==> config.mk <==
export PLATFORM = sky130hd
export DESIGN_NAME = hsi_mse_argmin
export DESIGN_NICKNAME = d
export VERILOG_FILES = /design/src/rtl/hsi_mse_pkg.sv /design/src/rtl/hsi_mse_argmin.sv
export SDC_FILE = /design/constraint.sdc
export NUM_CORES = 1
export LEC_CHECK = 0
export ABC_CLOCK_PERIOD_IN_PS = 1950
export CAP_MARGIN = 30
export CORE_AREA = 2 2 111 113
export DETAILED_ROUTE_END_ITERATION = 7
export DIE_AREA = 0 0 113 115
export GPL_TIMING_DRIVEN = 0
export PLACE_DENSITY = 0.51
export SLEW_MARGIN = 20
export SYNTH_ARGS = -nofsm -noshare
export SYNTH_HDL_FRONTEND = slang
export SYNTH_SLANG_ARGS = --single-unit
==> constraint.sdc <==
create_clock -name clk -period 1.95 [get_ports clk]
set_clock_uncertainty 0.15 [all_clocks]
set_input_delay 0.195 -clock clk [delete_from_list [all_inputs] [get_ports clk]]
set_output_delay 0.195 -clock clk [all_outputs]
set_load 0.02 [all_outputs]
==> src/rtl/hsi_mse_pkg.sv <==
// Shared types and sizing for the HSI MSE pipeline: library size, index width
// and the argmin classifier state encoding.
package hsi_mse_pkg;

  localparam int HM_LIB_SIZE  = 16;
  localparam int HM_IDX_WIDTH = $clog2(HM_LIB_SIZE);

  typedef enum logic [1:0] {
    HM_AM_IDLE,
    HM_AM_SEARCH,
    HM_AM_DONE
  } hm_argmin_state_t;

endpackage : hsi_mse_pkg

==> src/rtl/hsi_mse_argmin.sv <==
// Argmin over the MSE result stream: tracks the smallest MSE and its arrival index
// across one library search. Optional threshold match output under HM_ARGMIN_THRESHOLD_EN.
module hsi_mse_argmin
  import hsi_mse_pkg::*;
#(
  parameter int WORD_WIDTH = 32,
  parameter int LIB_SIZE   = HM_LIB_SIZE,
  parameter int IDX_WIDTH  = $clog2(LIB_SIZE)
) (
  input  logic                  clk,
  input  logic                  rst,
  input  logic                  start,
  input  logic [IDX_WIDTH:0]    num_refs,
  input  logic [WORD_WIDTH-1:0] mse,
  input  logic                  mse_valid,
`ifdef HM_ARGMIN_THRESHOLD_EN
  input  logic [WORD_WIDTH-1:0] threshold,
  output logic                  match_found,
`endif
  output logic [WORD_WIDTH-1:0] min_mse,
  output logic [IDX_WIDTH-1:0]  min_idx,
  output logic                  result_valid,
  output logic                  busy,
  output logic                  err_unexpected
);

  localparam logic [IDX_WIDTH:0]   LIB_SIZE_W = (IDX_WIDTH+1)'(LIB_SIZE);
  localparam logic [IDX_WIDTH:0]   REFS_ONE   = (IDX_WIDTH+1)'(1);
  localparam logic [IDX_WIDTH-1:0] CNT_ONE    = IDX_WIDTH'(1);

  hm_argmin_state_t      state_q, state_d;
  logic [IDX_WIDTH-1:0]  cnt_q, cnt_d;
  logic [IDX_WIDTH:0]    nrefs_q, nrefs_d;
  logic [WORD_WIDTH-1:0] min_mse_q, min_mse_d;
  logic [IDX_WIDTH-1:0]  min_idx_q, min_idx_d;
  logic                  err_q, err_d;
`ifdef HM_ARGMIN_THRESHOLD_EN
  logic [WORD_WIDTH-1:0] thr_q, thr_d;
  logic                  match_q, match_d;
`endif

  logic [IDX_WIDTH:0] eff_refs;
  logic               first_sample;
  logic               last_sample;

  // Zero or oversize requests mean "search the whole library".
  always_comb begin
    eff_refs = num_refs;
    if ((num_refs == '0) || (num_refs > LIB_SIZE_W)) begin
      eff_refs = LIB_SIZE_W;
    end
  end

  assign first_sample = (cnt_q == '0);
  assign last_sample  = ({1'b0, cnt_q} == (nrefs_q - REFS_ONE));

  // NOTE: every signal gets its hold value first so no path leaves one unassigned (no latches).
  always_comb begin
    state_d   = state_q;
    cnt_d     = cnt_q;
    nrefs_d   = nrefs_q;
    min_mse_d = min_mse_q;
    min_idx_d = min_idx_q;
    err_d     = err_q;
`ifdef HM_ARGMIN_THRESHOLD_EN
    thr_d     = thr_q;
    match_d   = match_q;
`endif

    if (start) begin
      // Restart wins over everything; a coincident mse_valid is dropped silently.
      state_d = HM_AM_SEARCH;
      cnt_d   = '0;
      nrefs_d = eff_refs;
      err_d   = 1'b0;
`ifdef HM_ARGMIN_THRESHOLD_EN
      thr_d   = threshold;
`endif
    end else begin
      case (state_q)
        HM_AM_IDLE: begin
          if (mse_valid) err_d = 1'b1;
        end
        HM_AM_SEARCH: begin
          if (mse_valid) begin
            if (first_sample || (mse < min_mse_q)) begin
              min_mse_d = mse;
              min_idx_d = cnt_q;
`ifdef HM_ARGMIN_THRESHOLD_EN
              match_d   = (mse <= thr_q);
`endif
            end
            cnt_d = cnt_q + CNT_ONE;
            if (last_sample) state_d = HM_AM_DONE;
          end
        end
        HM_AM_DONE: begin
          state_d = HM_AM_IDLE;
          if (mse_valid) err_d = 1'b1;
        end
        default: state_d = HM_AM_IDLE;
      endcase
    end
  end

  // NOTE: sequential state uses non-blocking assignments so all registers update together.
  always_ff @(posedge clk) begin
    if (rst) begin
      state_q   <= HM_AM_IDLE;
      cnt_q     <= '0;
      nrefs_q   <= LIB_SIZE_W;
      min_mse_q <= '1;
      min_idx_q <= '0;
      err_q     <= 1'b0;
`ifdef HM_ARGMIN_THRESHOLD_EN
      thr_q     <= '0;
      match_q   <= 1'b0;
`endif
    end else begin
      state_q   <= state_d;
      cnt_q     <= cnt_d;
      nrefs_q   <= nrefs_d;
      min_mse_q <= min_mse_d;
      min_idx_q <= min_idx_d;
      err_q     <= err_d;
`ifdef HM_ARGMIN_THRESHOLD_EN
      thr_q     <= thr_d;
      match_q   <= match_d;
`endif
    end
  end

  assign min_mse        = min_mse_q;
  assign min_idx        = min_idx_q;
  assign result_valid   = (state_q == HM_AM_DONE);
  assign busy           = (state_q == HM_AM_SEARCH);
  assign err_unexpected = err_q;
`ifdef HM_ARGMIN_THRESHOLD_EN
  assign match_found    = match_q;
`endif

endmodule : hsi_mse_argmin

==> metrics.txt <==
vias in the first global route 2589; CTS tree done; most frequent cell after synthesis nor2_1; DRT Wirelength 7910 um; CP Capture Type flip-flop; # hold bufs at CTS 0; Area contributors post-synth dfxtp_1 33%, ha_1 15%, mux2i_1 12%; Port-buffer cells 79; Cells after Synth 348; Max Cap Violations 0; achievable frequency 451 MHz; Internal 0.00180 W; Clock power frac 39.9%; clock sink count 48; Min-Delay Path Class in2reg; P per Cell Area 546 nW/um^2; clock-pin transition on the worst setup and hold timing paths 70 ps; sw frac 27.3%; layout cell share with drive strength beyond 1 22.9%; Layout Cells excl Fill 596; number of synthesized flops with an enable pin 0; grt ovf 0; Overall Global Routing Usage 12.3%; Nets 524; vias 2679; sequential share of power 41.0%; H-tree Lvls 2; RSZ-0062 raised after global routing true; DPL Wire Length 5890 um; Clock Path Buffers 2; DRC viols 6; CP startpoint kind flip-flop; Die ar. 13000 um^2; Tcrit/Tclk final 114%; WHS 122 ps; Arr. time, crit path 2290 ps; die span in y 115 um; initial antenna violation count 0; Post-Syn Area 2920 um^2; Num CTS Buffers 5; number of distinct library cells after synthesis 40; P&R area growth vs syn 55.8%; P_sw 0.000677 W; first-pass GRT wire length 12700 um; VDD IR max 0.000404 V; DRT antenna net count 0; Syn. warnings 0; die width 113 um; Async SR Flop Fraction 0%; Filler cells 1224; core area 11800 um^2; Comb pwr share 19.1%; Initial Util 24.7%; # setup viols final 36; status finished, violations left; GP Congestion 0.773; Crit Path Class reg2reg; syn_nets 424; Synth area leader dfxtp_1; DP Cell Count 574; top_reg_cell synth dfxtp_1; Final Max Tran Viols 0; clk_lat worst skew 300 ps; Synth top area share 33.0%; Leakage 1.98 nW; I/O pin total 80; Rows 40; failing checks design-rule violations, negative setup slack; CTS Root Cell clkbuf_16; crit-path max FO 8; largest net degree at the start of global routing 17; sequential share of the synthesized area 33.0%; initial detailed-routing violation count 103; Final Hold Fails 0; data required time of the critical path 2020 ps; first-pass detailed-route iteration total 6; setup ws final -266 ps; worst-margin pin slew 544 ps; syn avg cell area 8.38 um^2; via/cell ratio 4.49; Tmin final 2220 ps; relative slew slack 63.7%; routed len/inst 13.3 um; Yosys reg bits 48; Ant. Diodes 0; commonest cells in the netlist 72 x nor2_1, 48 x dfxtp_1, 38 x inv_1
-- layout by cell type, fill, tap and decap left out, drive strengths merged, types with 2 or more instances in the layout --
| master | instances |
|---|---|
| xor2 | 4 |
| nand2b | 3 |
| inv | 40 |
| dlygate4sd2 | 9 |
| a21oi | 18 |
| xnor2 | 3 |
| ha | 35 |
| clkbuf | 18 |
| o21ai | 11 |
| nand2 | 24 |
| nor2 | 72 |
| nand4 | 6 |
| o22ai | 2 |
| nand3 | 7 |
| nor2b | 2 |
| a21o | 3 |
| clkdlybuf4s50 | 67 |
| dlymetal6s2s | 3 |
| nor3b | 3 |
| dfxtp | 48 |
| and2 | 2 |
| buf | 17 |
| nor3 | 4 |
| mux2i | 36 |
-- stage by stage --
stage	setup TNS [ps]	utilization [%]	power, W	worst slack, ps	cell area (um^2)
CTS	-7880	37.5	0.00249	-251	4430
finish	-8460	38.5	0.00248	-266	4540
global route	-12790	38.5	0.00260	-393	4540
floorplan	-4780	-	0.00126	-156	3080
global placement	-21740	34.3	0.00146	-626	4060
detailed placement	-21820	34.3	0.00146	-636	4060
-- cells by family after synthesis --
logic type                 after synthesis  share of synthesized area (%)
buffers and inverters                   53                           9.01
and+or+nand+nor                        129                           20.0
xor gates and xnor gates                 7                           2.10
DFF                                     48                           33.0
muxes                                   36                           12.4
adders and majority gates               35                           15.0
AOI/OAI and AO/OA                       40                           8.50
-- power groups by stage --
stage          Sequential [W]  Combinational [W]  Clock (W)
4_1_cts               0.00102           0.000458    0.00102
3_5_place_dp          0.00104           0.000423          0
3_3_place_gp          0.00104           0.000420          0
5_1_grt               0.00102           0.000518    0.00107
2_1_floorplan         0.00106           0.000201          0
6_report              0.00102           0.000472   0.000989
-- per-layer routing --
metal	global-route usage [%]	wire, um
met5	0	0
met3	2.85	362
met1	16.0	3710
met2	20.6	3750
met4	3.17	82
-- worst paths after layout --
path | to | slack [ps] | depth (start not counted) | startpoint
max | min_mse[23]$_SDFFE_PP1P_ | -270 | 9 | min_mse[25]$_SDFFE_PP1P_
min | min_mse[11]$_SDFFE_PP1P_ | 120 | 3 | mse[11]
max reg2reg | min_mse[23]$_SDFFE_PP1P_ | -270 | 9 | min_mse[25]$_SDFFE_PP1P_
min reg2reg | min_idx[1]$_SDFFE_PP0P_ | 310 | 2 | min_idx[1]$_SDFFE_PP0P_
-- area by class of cell --
cell class | count | area, um^2 | share of cell area [%]
repair buffers | 93 | 960 | 21.1
inverters | 38 | 143 | 3.14
well taps | 147 | 184 | 4.05
clock inverters | 2 | 15.0 | 0.331
multi-input cells | 247 | 1940 | 42.7
plain buffers | 15 | 121 | 2.67
flip-flops and latches | 48 | 1030 | 22.6
clock buffers | 6 | 150 | 3.31
-- critical path, stage by stage (launching register included) --
cell       delay, ps
dfxtp_4          360
inv_2             40
ha_4             230
a21oi_2          140
o21ai_2           70
o311a_1          360
nor3b_2          210
buf_6            230
clkbuf_16        180
mux2i_1          160
-- sequential cells by signal, indices dropped and copies added, names as in the netlist --
name,flops
nrefs_q,5
min_mse,32
cnt_q,4
state_q,2
err_unexpected,1
min_idx,4
-- what timing repair did --
item                                   in CTS  in global routing
setup endpoints to repair                  36                 39
setup buffers                               9                  2
pin swaps                                   2                 12
endpoints found under the hold margin       0                  0
gates cloned                                1                  2
resized for setup                          33                 17
Note: power is estimated with default switching activity, not from simulation.
